[src/rtl/seq_control_if.sv]
// seq_control_if: sequencer <-> program memory / register file / ALU bundle
interface seq_control_if;
    logic        run;
    logic [15:0] instr;
    logic        alu_zero;
    logic [7:0]  pc;
    logic [3:0]  address_A;
    logic [3:0]  address_B;
    logic [3:0]  address_D;
    logic        enable;
    logic [7:0]  imm;
    logic        imm_sel;
    logic [2:0]  alu_op;
    logic        halted;

    modport master (
        input  run, instr, alu_zero,
        output pc, address_A, address_B, address_D, enable, imm, imm_sel, alu_op, halted
    );

    modport slave (
        output run, instr, alu_zero,
        input  pc, address_A, address_B, address_D, enable, imm, imm_sel, alu_op, halted
    );
endinterface

[src/rtl/seq_control.sv]
// seq_control: 4-cycle fetch/decode/execute/writeback sequencer, state on falling nclk
module seq_control (
    input logic          nclk,
    input logic          nreset,
    seq_control_if.master bus
);
    typedef enum logic [1:0] {FETCH, DECODE, EXECUTE, WRITEBACK} state_t;

    state_t      state_q, state_d;
    logic [15:0] ir_q, ir_d;
    logic [7:0]  pc_q, pc_d;
    logic        z_q, z_d;
    logic        halted_q, halted_d;
    logic        enable_q, enable_d;
    logic [3:0]  op;
    logic        writes, sets_z, take;

    assign op     = ir_q[15:12];
    assign writes = op >= 4'h1 && op <= 4'h7;
    assign sets_z = (op >= 4'h1 && op <= 4'h5) || op == 4'hB;
    assign take   = op == 4'h8 || (op == 4'h9 && z_q) || (op == 4'hA && !z_q);

    // Operand and ALU control decode straight from IR, stable for the whole instruction
    always_comb begin
        bus.address_D = ir_q[11:8];
        bus.address_A = ir_q[7:4];
        bus.address_B = ir_q[3:0];
        bus.imm       = ir_q[7:0];
        bus.imm_sel   = op == 4'h6;
        bus.alu_op    = (op == 4'h2 || op == 4'hB) ? 3'd1 :
                        op == 4'h3 ? 3'd2 :
                        op == 4'h4 ? 3'd3 :
                        op == 4'h5 ? 3'd4 :
                        op == 4'h7 ? 3'd5 : 3'd0;
        bus.pc        = pc_q;
        bus.enable    = enable_q;
        bus.halted    = halted_q;
    end

    // Next-state logic; the halt flag freezes everything until reset
    always_comb begin
        state_d  = state_q;
        ir_d     = ir_q;
        pc_d     = pc_q;
        z_d      = z_q;
        halted_d = halted_q;
        enable_d = 1'b0;
        if (!halted_q) begin
            case (state_q)
                FETCH: begin
                    if (bus.run) begin
                        ir_d    = bus.instr;
                        state_d = DECODE;
                    end
                end
                DECODE: state_d = EXECUTE;
                EXECUTE: begin
                    state_d  = WRITEBACK;
                    z_d      = sets_z ? bus.alu_zero : z_q;
                    enable_d = writes;
                end
                default: begin
                    state_d  = FETCH;
                    halted_d = op == 4'hF;
                    pc_d     = op == 4'hF ? pc_q : take ? ir_q[7:0] : pc_q + 8'd1;
                end
            endcase
        end
    end

    // Registered state; reset overrides every state and kills a pending write
    always_ff @(negedge nclk) begin
        if (!nreset) begin
            state_q  <= FETCH;
            ir_q     <= 16'h0000;
            pc_q     <= 8'h00;
            z_q      <= 1'b0;
            halted_q <= 1'b0;
            enable_q <= 1'b0;
        end else begin
            state_q  <= state_d;
            ir_q     <= ir_d;
            pc_q     <= pc_d;
            z_q      <= z_d;
            halted_q <= halted_d;
            enable_q <= enable_d;
        end
    end
endmodule

[src/flat_wrapper.sv]
// flat-port wrapper written by rule: the top's interface ports become plain ports
module seq_control_flat 
  (nclk, nreset, bus_run, bus_instr, bus_alu_zero, bus_pc, bus_address_A, bus_address_B, bus_address_D, bus_enable, bus_imm, bus_imm_sel, bus_alu_op, bus_halted);
  seq_control_if bus_i ();
  input logic nclk;
  input logic nreset;
  input wire logic [$bits(bus_i.run)-1:0] bus_run;
  input wire logic [$bits(bus_i.instr)-1:0] bus_instr;
  input wire logic [$bits(bus_i.alu_zero)-1:0] bus_alu_zero;
  output wire logic [$bits(bus_i.pc)-1:0] bus_pc;
  output wire logic [$bits(bus_i.address_A)-1:0] bus_address_A;
  output wire logic [$bits(bus_i.address_B)-1:0] bus_address_B;
  output wire logic [$bits(bus_i.address_D)-1:0] bus_address_D;
  output wire logic [$bits(bus_i.enable)-1:0] bus_enable;
  output wire logic [$bits(bus_i.imm)-1:0] bus_imm;
  output wire logic [$bits(bus_i.imm_sel)-1:0] bus_imm_sel;
  output wire logic [$bits(bus_i.alu_op)-1:0] bus_alu_op;
  output wire logic [$bits(bus_i.halted)-1:0] bus_halted;
  assign bus_i.run = bus_run;
  assign bus_i.instr = bus_instr;
  assign bus_i.alu_zero = bus_alu_zero;
  assign bus_pc = bus_i.pc;
  assign bus_address_A = bus_i.address_A;
  assign bus_address_B = bus_i.address_B;
  assign bus_address_D = bus_i.address_D;
  assign bus_enable = bus_i.enable;
  assign bus_imm = bus_i.imm;
  assign bus_imm_sel = bus_i.imm_sel;
  assign bus_alu_op = bus_i.alu_op;
  assign bus_halted = bus_i.halted;
  seq_control u_core (.nclk(nclk), .nreset(nreset), .bus(bus_i));
endmodule
[config.mk]
export PLATFORM = sky130hd
export DESIGN_NAME = seq_control_flat
export DESIGN_NICKNAME = d
export VERILOG_FILES = /design/src/rtl/seq_control_if.sv /design/src/rtl/seq_control.sv /design/src/flat_wrapper.sv
export SDC_FILE = /design/constraint.sdc
export NUM_CORES = 1
export LEC_CHECK = 0
export ABC_CLOCK_PERIOD_IN_PS = 4100
export BUFFER_PORTS_ARGS = -buffer_cell sky130_fd_sc_hd__buf_2
export CAP_MARGIN = 10
export CELL_PAD_IN_SITES_DETAIL_PLACEMENT = 1
export CELL_PAD_IN_SITES_GLOBAL_PLACEMENT = 2
export CORE_AREA = 2 2 77 79
export CTS_CLUSTER_DIAMETER = 60
export CTS_CLUSTER_SIZE = 30
export DETAILED_ROUTE_END_ITERATION = 7
export DIE_AREA = 0 0 79 81
export GPL_ROUTABILITY_DRIVEN = 0
export HOLD_SLACK_MARGIN = 0.05
export PLACE_DENSITY_LB_ADDON = 0.1
export SLEW_MARGIN = 25
export SYNTH_ARGS = -nofsm -noshare
export SYNTH_HDL_FRONTEND = slang
export SYNTH_SLANG_ARGS = --single-unit
[constraint.sdc]
create_clock -name nclk -period 4.1 [get_ports nclk]
set_clock_uncertainty 0.1 [all_clocks]
set_input_delay 0.205 -clock nclk [delete_from_list [all_inputs] [get_ports nclk]]
set_output_delay 0.205 -clock nclk [all_outputs]
set_load 0.1 [all_outputs]
==> impl_metrics.ini, run 1 <==
[outcome]
status = finished, final reports clean

[drt]
vias_per_cell = 4.69
postRouteAntennaNets = 0
drt_pass1_iterations = 4
drc = 0
drtIter0Drc = 22
via_count = 1561
drt_wl_total_um = 4500
wl_per_cell_um = 13.5

[finish]
syn2layout_area_growth_pct = 22.7
drive_gt1_share_pct = 32.9
final_cell_count_no_fill = 333
nNetsFinal = 282
diodes = 0

[setup_path]
crit_type = reg2out
startpoint_type = flop
slowest_delay_ns = 0.53
crit_fanout = 12
r2r_start = u_core.ir_q[15]
cp_slowest_cell = or3b_2
cp-end-kind = primary output
crit_arrival_ns = 3.71
cp.required_ns = 3.80
startpoint = u_core.ir_q[12]
crit_chain = or3b_2 -> a21oi_4 -> buf_12

[timing]
drv_slew = 0
whs_ns = 0.347
finalHoldViolCount = 0
rsz0062_at_grt = no
slew_headroom_pct = 67.4
final-setup-viol-count = 0
worstMarginPinSlew_ns = 0.493

[placed_design]
portBuffers = 53
dp_cells = 298
post-dp-hpwl_um = 3140

[cts]
cts_tree = yes
numCtsBuffers = 5
postCtsSetupBuffers = 0
cts_root_buffer = clkbuf_8
clkSinkCount = 29
postCtsHoldBufs = 0
cts.htree.levels = 2
clk_pin_slew_ns = 0.03
cts.path.max_buffers = 2
clk-insertion-delay-late_ns = 0.35

[synth]
yosysMostFrequentCell = nand2_1
ys_types = 38
synth_nets = 222
synth_edf_count = 0
ys_warn_count = 0
synth.top_cells.by_area = dfxtp_1 34%, buf_4 9.3%, nand2_1 9.3%, a21boi_0 6.6%, mux2i_1 5.9%
synth_seq_area_share_pct = 34.3
ys.flop_type = dfxtp_1
synth_top_area_share_pct = 34.3
ys_ff_latch = 29
synthTopCellsByCount = 42 x nand2_1, 29 x dfxtp_1, 21 x buf_4
avgSynthCellArea_sq_um = 8.56
netlist_instances = 198
synth_area_sq_um = 1690
yosys.area.top_type = dfxtp_1
synthArstFlopShare_pct = 0

[grt]
grt_pass1_wl_um = 7470
overflow = 0
grt_pass1_vias = 1595
grt.total_usage_pct = 15.0
grt_start_max_net_pins = 30
antenna_found_initial = 0

[min_path]
hold_class = reg2reg
hp-start = u_core.ir_q[8]

[power_and_ir_drop]
p_per_area_nw_per_um2 = 480
ir_worst_vdd_uv = 198
p_total_uw = 997
p_leak_uw = 0.00102

[die]
rows = 28
die_area_sq_um = 6400
start_util_pct = 29.9
io_pins = 54
die_w_um = 79
die_y_um = 81
core_area_sq_um = 5680

[job]
maxCapViolCount = 0
==> through the flow <==
step                      cell area [sq um]  setup WS, ns  utilization [%]  setup TNS [ns]
after floorplan                        1720        -0.102                -          -0.102
after global placement                 1880         0.330             33.2               0
after detailed placement               1880         0.303             33.2               0
after CTS                              2070       0.00449             36.5               0
after global routing                   2080        0.0189             36.6               0
final                                  2080        0.0861             36.6               0
==> layout by cell type (no fill, tap or decap), types with 2 or more instances in the layout <==
cell,count
nor3_1,4
dfxtp_2,2
o22ai_1,6
buf_2,50
or2_2,3
nor3b_2,3
mux2i_1,10
clkbuf_8,5
and2_1,2
dfxtp_1,26
a21boi_0,15
nor2_1,4
a21oi_2,4
nor2b_1,3
a21oi_1,6
buf_4,5
inv_1,34
ha_1,4
nand2_1,42
nand3_1,4
nand3b_1,2
==> worst paths after layout <==
kind / endpoint / slack, ns / cells after the start
setup reg to reg: u_core.bus.pc[6] / 2.32 / 5
hold / removal: u_core.ir_q[8] / 0.35 / 2
setup / recovery: bus_alu_op[1] / 0.09 / 3
hold reg to reg: u_core.ir_q[8] / 0.35 / 2
==> registers in the layout, summed over array words and instances, names as in the netlist <==
| signal | flops |
|---|---|
| u_core.bus.pc | 8 |
| u_core.z_q | 1 |
| u_core.state_q | 2 |
| u_core.bus.enable | 1 |
| u_core.bus.halted | 1 |
| u_core.ir_q | 16 |
==> critical path: cells and delay by family (launching register included) <==
kind / cells / cell delay [ns]
AOI/OAI and AO/OA: 1 / 0.20
buffers and inverters: 1 / 0.19
DFF: 1 / 0.39
and+or+nand+nor: 1 / 0.53
==> final cells by class <==
type / instances / area (sq um)
Tap cell: 75 / 93.8
Inverter: 4 / 15.0
Fill cell: 738 / 3600
Clock inverter: 31 / 118
Sequential cell: 29 / 587
Multi-Input combinational cell: 132 / 881
Clock buffer: 5 / 68.8
Timing Repair Buffer: 57 / 315
==> report_power, final <==
group	internal [uW]	switching [uW]	total, uW	leakage [uW]
registers	306	27.0	333	0.000238
logic	75.8	254	330	0.000587
clock network	150	185	334	0.000196
total	532	466	997	0.00102
==> cell families after synthesis <==
family | count (synthesis) | share of synthesized area (%)
simple gates | 78 | 23.9
compound gates | 38 | 16.0
buf+inv | 37 | 15.2
flops | 29 | 34.3
mux | 11 | 7.24
fa+ha+maj | 4 | 2.95
xor+xnor | 1 | 0.517
==> repair_timing <==
| item | 4_1_cts | 5_1_grt |
|---|---|---|
| endpoints found under the setup margin | 2 | 3 |
| resized for setup | 3 | 3 |
| cloned | 0 | 0 |
==> routing by layer <==
layer | vias up | global-route usage, % | share of wire (%)
li1 | 766 | - | -
met1 | 738 | 18.2 | 45
met2 | 49 | 22.2 | 46
met3 | 8 | 6.56 | 6.5
met4 | 0 | 8.62 | 1.9
met5 | - | 0 | 0
No activity file was read; power rests on OpenSTA's default activity.
==> inputs of run 2 (changes only) <==
--- a/config.mk
+++ b/config.mk
@@ -18,6 +18,7 @@
 export GPL_ROUTABILITY_DRIVEN = 0
 export HOLD_SLACK_MARGIN = 0.05
 export PLACE_DENSITY_LB_ADDON = 0.1
+export RECOVER_POWER = 100
 export SLEW_MARGIN = 25
 export SYNTH_ARGS = -nofsm -noshare
 export SYNTH_HDL_FRONTEND = slang
==> impl_metrics.ini, run 2 (synthesis gave the netlist of run 1 again) <==
[outcome]
status = finished, final reports clean

[cts]
clk_pin_slew_ns = 0.03
cts_tree = yes
postCtsSetupBuffers = 0
cts_root_buffer = clkbuf_8
numCtsBuffers = 5
clkSinkCount = 29
cts.path.max_buffers = 2
clk-insertion-delay-late_ns = 0.35
cts.htree.levels = 2

[power_and_ir_drop]
p_sw_share_pct = 46.7
ir_worst_vdd_uv = 198
seqPwrFrac_pct = 33.6
p_per_area_nw_per_um2 = 480
power.share.combinational_pct = 32.9
p_switching_uw = 465
pwr-share-clk_pct = 33.5
p_int_uw = 530
p_leak_uw = 0.000992

[die]
core_area_sq_um = 5680
start_util_pct = 29.9
die_y_um = 81
rows = 28
die_w_um = 79
io_pins = 54
die_area_sq_um = 6400

[finish]
syn2layout_area_growth_pct = 22.3
mostFrequentLayoutCell = nand2_1
final_cell_count_no_fill = 333
diodes = 0
fin_util_pct = 36.5
largest-register = u_core.ir_q
layout_common_cells = 42 x nand2_1, 34 x inv_1, 31 x clkbuf_2
nNetsFinal = 282
drive_gt1_share_pct = 32.6
largest_reg_flops = 16

[drt]
drt_wl_total_um = 4470
drt_pass1_iterations = 4
routed.top_layer = met4
drc = 0
postRouteAntennaNets = 0
via_count = 1557
routed-wl-met2_um = 2100
met3WireLength_um = 280
wl_per_cell_um = 13.4
drtIter0Drc = 22
vias_per_cell = 4.68
wl_met1_um = 2000

[setup_path]
crit_type = reg2out
crit_fanout = 12
cp-end-kind = primary output
crit_arrival_ns = 3.71
startpoint_type = flop
cp.required_ns = 3.80

[grt]
grt_pass1_wl_um = 7470
grt_pass1_vias = 1595
overflow = 0
antenna_found_initial = 0
grt_start_max_net_pins = 30
grt.total_usage_pct = 15.0

[timing]
final-setup-viol-count = 0
finalHoldViolCount = 0
worstMarginPinSlew_ns = 1.18
drv_slew = 0
whs_ns = 0.365
slew_headroom_pct = 21.1
rsz0062_at_grt = no

[job]
maxCapViolCount = 0

[min_path]
hold_class = reg2reg

[placed_design]
dp_cells = 298
post-dp-hpwl_um = 3140
portBuffers = 53
## run 2: cell types whose count changed in the layout (fill, tap and decap cells not counted), sizes merged
cell / before / now
buf: 56 / 24
clkbuf: 6 / 38
## run 2: layout make-up
cell class	instances	area, sq um
multi-input combinational	132	881
clock inverter	31	118
tap	75	93.8
sequential	29	587
clock buffer	5	68.8
timing repair buffer	57	309
inverter	4	15.0
fill	739	3600
## run 2: power groups by stage
stage                     clock, uW  combinational [uW]  sequential, uW
final                           333                 328             334
after floorplan                44.7                 299             333
after detailed placement       44.7                 332             337
after CTS                       358                 335             334
after global placement         44.7                 327             335
after global routing            402                 348             338
## run 2: final timing paths
check,start,to,slack (ns),depth (start not counted)
hold reg to reg,u_core.ir_q[8],u_core.ir_q[8],0.36,2
hold / removal,u_core.ir_q[8],u_core.ir_q[8],0.36,2
setup / recovery,u_core.ir_q[12],bus_alu_op[1],0.09,3
setup reg to reg,u_core.ir_q[15],u_core.bus.pc[6],2.31,5
## run 2: metrics by stage
step                      setup WS [ns]  setup TNS (ns)  instance area (sq um)  power (uW)
final                            0.0867               0                   2070         995
after global routing             0.0189               0                   2070        1090
after CTS                       0.00449               0                   2070        1030
after detailed placement          0.303               0                   1880         714
after global placement            0.330               0                   1880         707
after floorplan                  -0.102          -0.102                   1720         677
## run 2: repair_timing
item,in CTS,in global routing
hold buffers,0,0
gates resized for setup,3,3
pin swaps,0,0
endpoints found under the setup margin,2,3
## run 2: layer usage
metal,up-vias,track usage [%]
li1,766,-
met4,0,8.62
met5,-,0
met3,8,6.56
met1,732,18.2
met2,51,22.2
## run 2: critical path, cell delays in order, from the launching register on
cell     delay (ns)
dfxtp_2        0.39
or3b_2         0.53
a21oi_4        0.20
buf_12         0.19
==> inputs of run 3 (changes only) <==
--- a/config.mk
+++ b/config.mk
@@ -5,16 +5,17 @@
 export SDC_FILE = /design/constraint.sdc
 export NUM_CORES = 1
 export LEC_CHECK = 0
+export ABC_AREA = 1
 export ABC_CLOCK_PERIOD_IN_PS = 4100
 export BUFFER_PORTS_ARGS = -buffer_cell sky130_fd_sc_hd__buf_2
 export CAP_MARGIN = 10
 export CELL_PAD_IN_SITES_DETAIL_PLACEMENT = 1
 export CELL_PAD_IN_SITES_GLOBAL_PLACEMENT = 2
-export CORE_AREA = 2 2 77 79
+export CORE_AREA = 2 2 79 81
 export CTS_CLUSTER_DIAMETER = 60
 export CTS_CLUSTER_SIZE = 30
 export DETAILED_ROUTE_END_ITERATION = 7
-export DIE_AREA = 0 0 79 81
+export DIE_AREA = 0 0 81 83
 export GPL_ROUTABILITY_DRIVEN = 0
 export HOLD_SLACK_MARGIN = 0.05
 export PLACE_DENSITY_LB_ADDON = 0.1
==> impl_metrics.ini, run 3 <==
[outcome]
status = finished, final reports clean

[timing]
rsz0062_at_grt = no
final-setup-viol-count = 0
worstMarginPinSlew_ns = 1.16
slew_headroom_pct = 23.2
finalHoldViolCount = 0
drv_slew = 0

[die]
io_pins = 54
die_area_sq_um = 6720
die_w_um = 81
die_y_um = 83
rows = 28
core_area_sq_um = 5820
start_util_pct = 27.8

[synth]
synth.top_cells.by_area = dfxtp_1 36%, nor2_1 9.8%, buf_4 9.3%, nand2_1 9.3%, o21ai_0 7.4%
netlist_instances = 238
ys_ff_latch = 29
yosys.area.top_type = dfxtp_1
yosysMostFrequentCell = nor2_1
synth_area_sq_um = 1620
synthTopCellsByCount = 42 x nor2_1, 40 x nand2_1, 29 x dfxtp_1
synth_nets = 262
synthArstFlopShare_pct = 0
synth_seq_area_share_pct = 35.9
synth_top_area_share_pct = 35.9
ys_warn_count = 0
synth_edf_count = 0
ys.flop_type = dfxtp_1
avgSynthCellArea_sq_um = 6.79
ys_types = 23

[setup_path]
crit_chain = inv_1 -> nor2_1 -> inv_1 -> nor2_1 -> clkbuf_2
cp_slowest_cell = clkbuf_2
worst-path-buf-inv = 3
worst-path-stages = 5
startpoint = u_core.ir_q[14]
crit_family = buffers and inverters
cp-end-kind = primary output
startpoint_type = flop
cp.required_ns = 3.80
crit_fanout = 4
crit_arrival_ns = 3.68
r2r_start = u_core.state_q[0]
r2r_end = u_core.ir_q[6]
slowest_delay_ns = 0.46
critPathCapture = bus_alu_op[2]
regToRegSetupSlack_ns = 2.15
reg2reg_depth = 6
crit_type = reg2out

[cts]
cts.htree.levels = 2
cts_tree = yes
clk_pin_slew_ns = 0.03
numCtsBuffers = 5
cts.path.max_buffers = 2
clk-insertion-delay-late_ns = 0.35
postCtsHoldBufs = 0
cts_root_buffer = clkbuf_8
clkSinkCount = 29
postCtsSetupBuffers = 0

[finish]
syn2layout_area_growth_pct = 26.4
layout_common_cells = 55 x inv_1, 42 x nor2_1, 40 x nand2_1
nNetsFinal = 326
drive_gt1_share_pct = 22.1
largest-register = u_core.ir_q
largest_reg_flops = 16
design_area_sq_um = 2040
diodes = 0
mostFrequentLayoutCell = inv_1

[grt]
grt_start_max_net_pins = 20
antenna_found_initial = 0
busiest_layer = met2
use_met3_pct = 5.33
grt_pass1_vias = 1794
use_met2_pct = 23.0
grt_util_met1_pct = 15.6
grt.total_usage_pct = 14.3
grt_pass1_wl_um = 7620
overflow = 0

[power_and_ir_drop]
p_total_uw = 1800
ir_worst_vdd_uv = 359
p_per_area_nw_per_um2 = 883
p_leak_uw = 0.00105

[drt]
via_count = 1671
drt_wl_total_um = 4410
postRouteAntennaNets = 0
wl_per_cell_um = 11.7
drc = 0
vias_per_cell = 4.42
drt_pass1_iterations = 4
drtIter0Drc = 50

[min_path]
min_path_cells = 2
hold_class = reg2reg

[placed_design]
post-dp-hpwl_um = 3240
placed_cell_area_sq_um = 1810
portBuffers = 53

[job]
maxCapViolCount = 0
==> run 3: changes by cell type in the layout (fill, tap and decap cells not counted), sizes merged, moves of 4 or more <==
| cell | change |
|---|---|
| a21boi | -16 |
| a21oi | +8 |
| mux2i | -11 |
| o21ai | +25 |
| nor2 | +40 |
| nand3 | +10 |
| o22ai | -7 |
| inv | +23 |
| nor3b | -4 |
==> run 3: kinds of logic after synthesis <==
| kind of cell | synth area share (%) |
|---|---|
| simple gates | 27.3 |
| buf+inv | 18.7 |
| compound gates | 14.9 |
| flops | 35.9 |
| fa+ha+maj | 3.10 |
==> run 3: routing by layer <==
metal	vias up	wire length, um
met1	762	1910
li1	859	-
met3	8	215
met2	42	2200
met5	-	0
met4	0	84
==> run 3: timing repair <==
item,CTS,global route
setup endpoints to repair,1,0
endpoints found under the hold margin,0,0
resized for setup,1,0
==> run 3: worst register-to-register path: stages, from the launching register on <==
cell and delay (ns):
dfxtp_1 0.35, inv_1 0.07, ha_1 0.23, nand3_1 0.42
clkinv_1 0.42, nor2_1 0.19, nor2_1 0.06
==> run 3: per-stage QoR <==
stage	hold slack, ns	setup TNS [ns]	worst slack [ns]	cells	utilization [%]
after floorplan	0.353	-0.482	-0.170	238	-
final	0.391	0	0.110	378	35.1
after global placement	0.364	0	0.376	342	31.1
after global routing	0.420	0	0.0148	378	35.1
after detailed placement	0.377	0	0.354	342	31.1
after CTS	0.386	0	0.0968	378	35.2
==> run 3: worst min path at each step <==
stage	startpoint	to	slack (ns)
2_1_floorplan	u_core.ir_q[0]	u_core.ir_q[0]	0.35
3_3_place_gp	u_core.ir_q[9]	u_core.ir_q[9]	0.36
3_5_place_dp	u_core.ir_q[11]	u_core.ir_q[11]	0.38
4_1_cts	u_core.ir_q[11]	u_core.ir_q[11]	0.39
5_1_grt	u_core.ir_q[10]	u_core.ir_q[10]	0.42
6_report	u_core.ir_q[11]	u_core.ir_q[11]	0.39
==> run 3: power breakdown <==
group,total (uW),internal [uW],switching (uW)
combinational,928,160,768
clock,464,278,186
sequential,411,350,61.2
==> run 3: final cells by class <==
cell class              count  area (sq um)
clock buffers               5          68.8
clock inverters            32           173
fillers                   801          3770
inverters                  29           111
multi-input cells         153           739
flip-flops and latches     29           581
well taps                  75          93.8
repair buffers             55           277
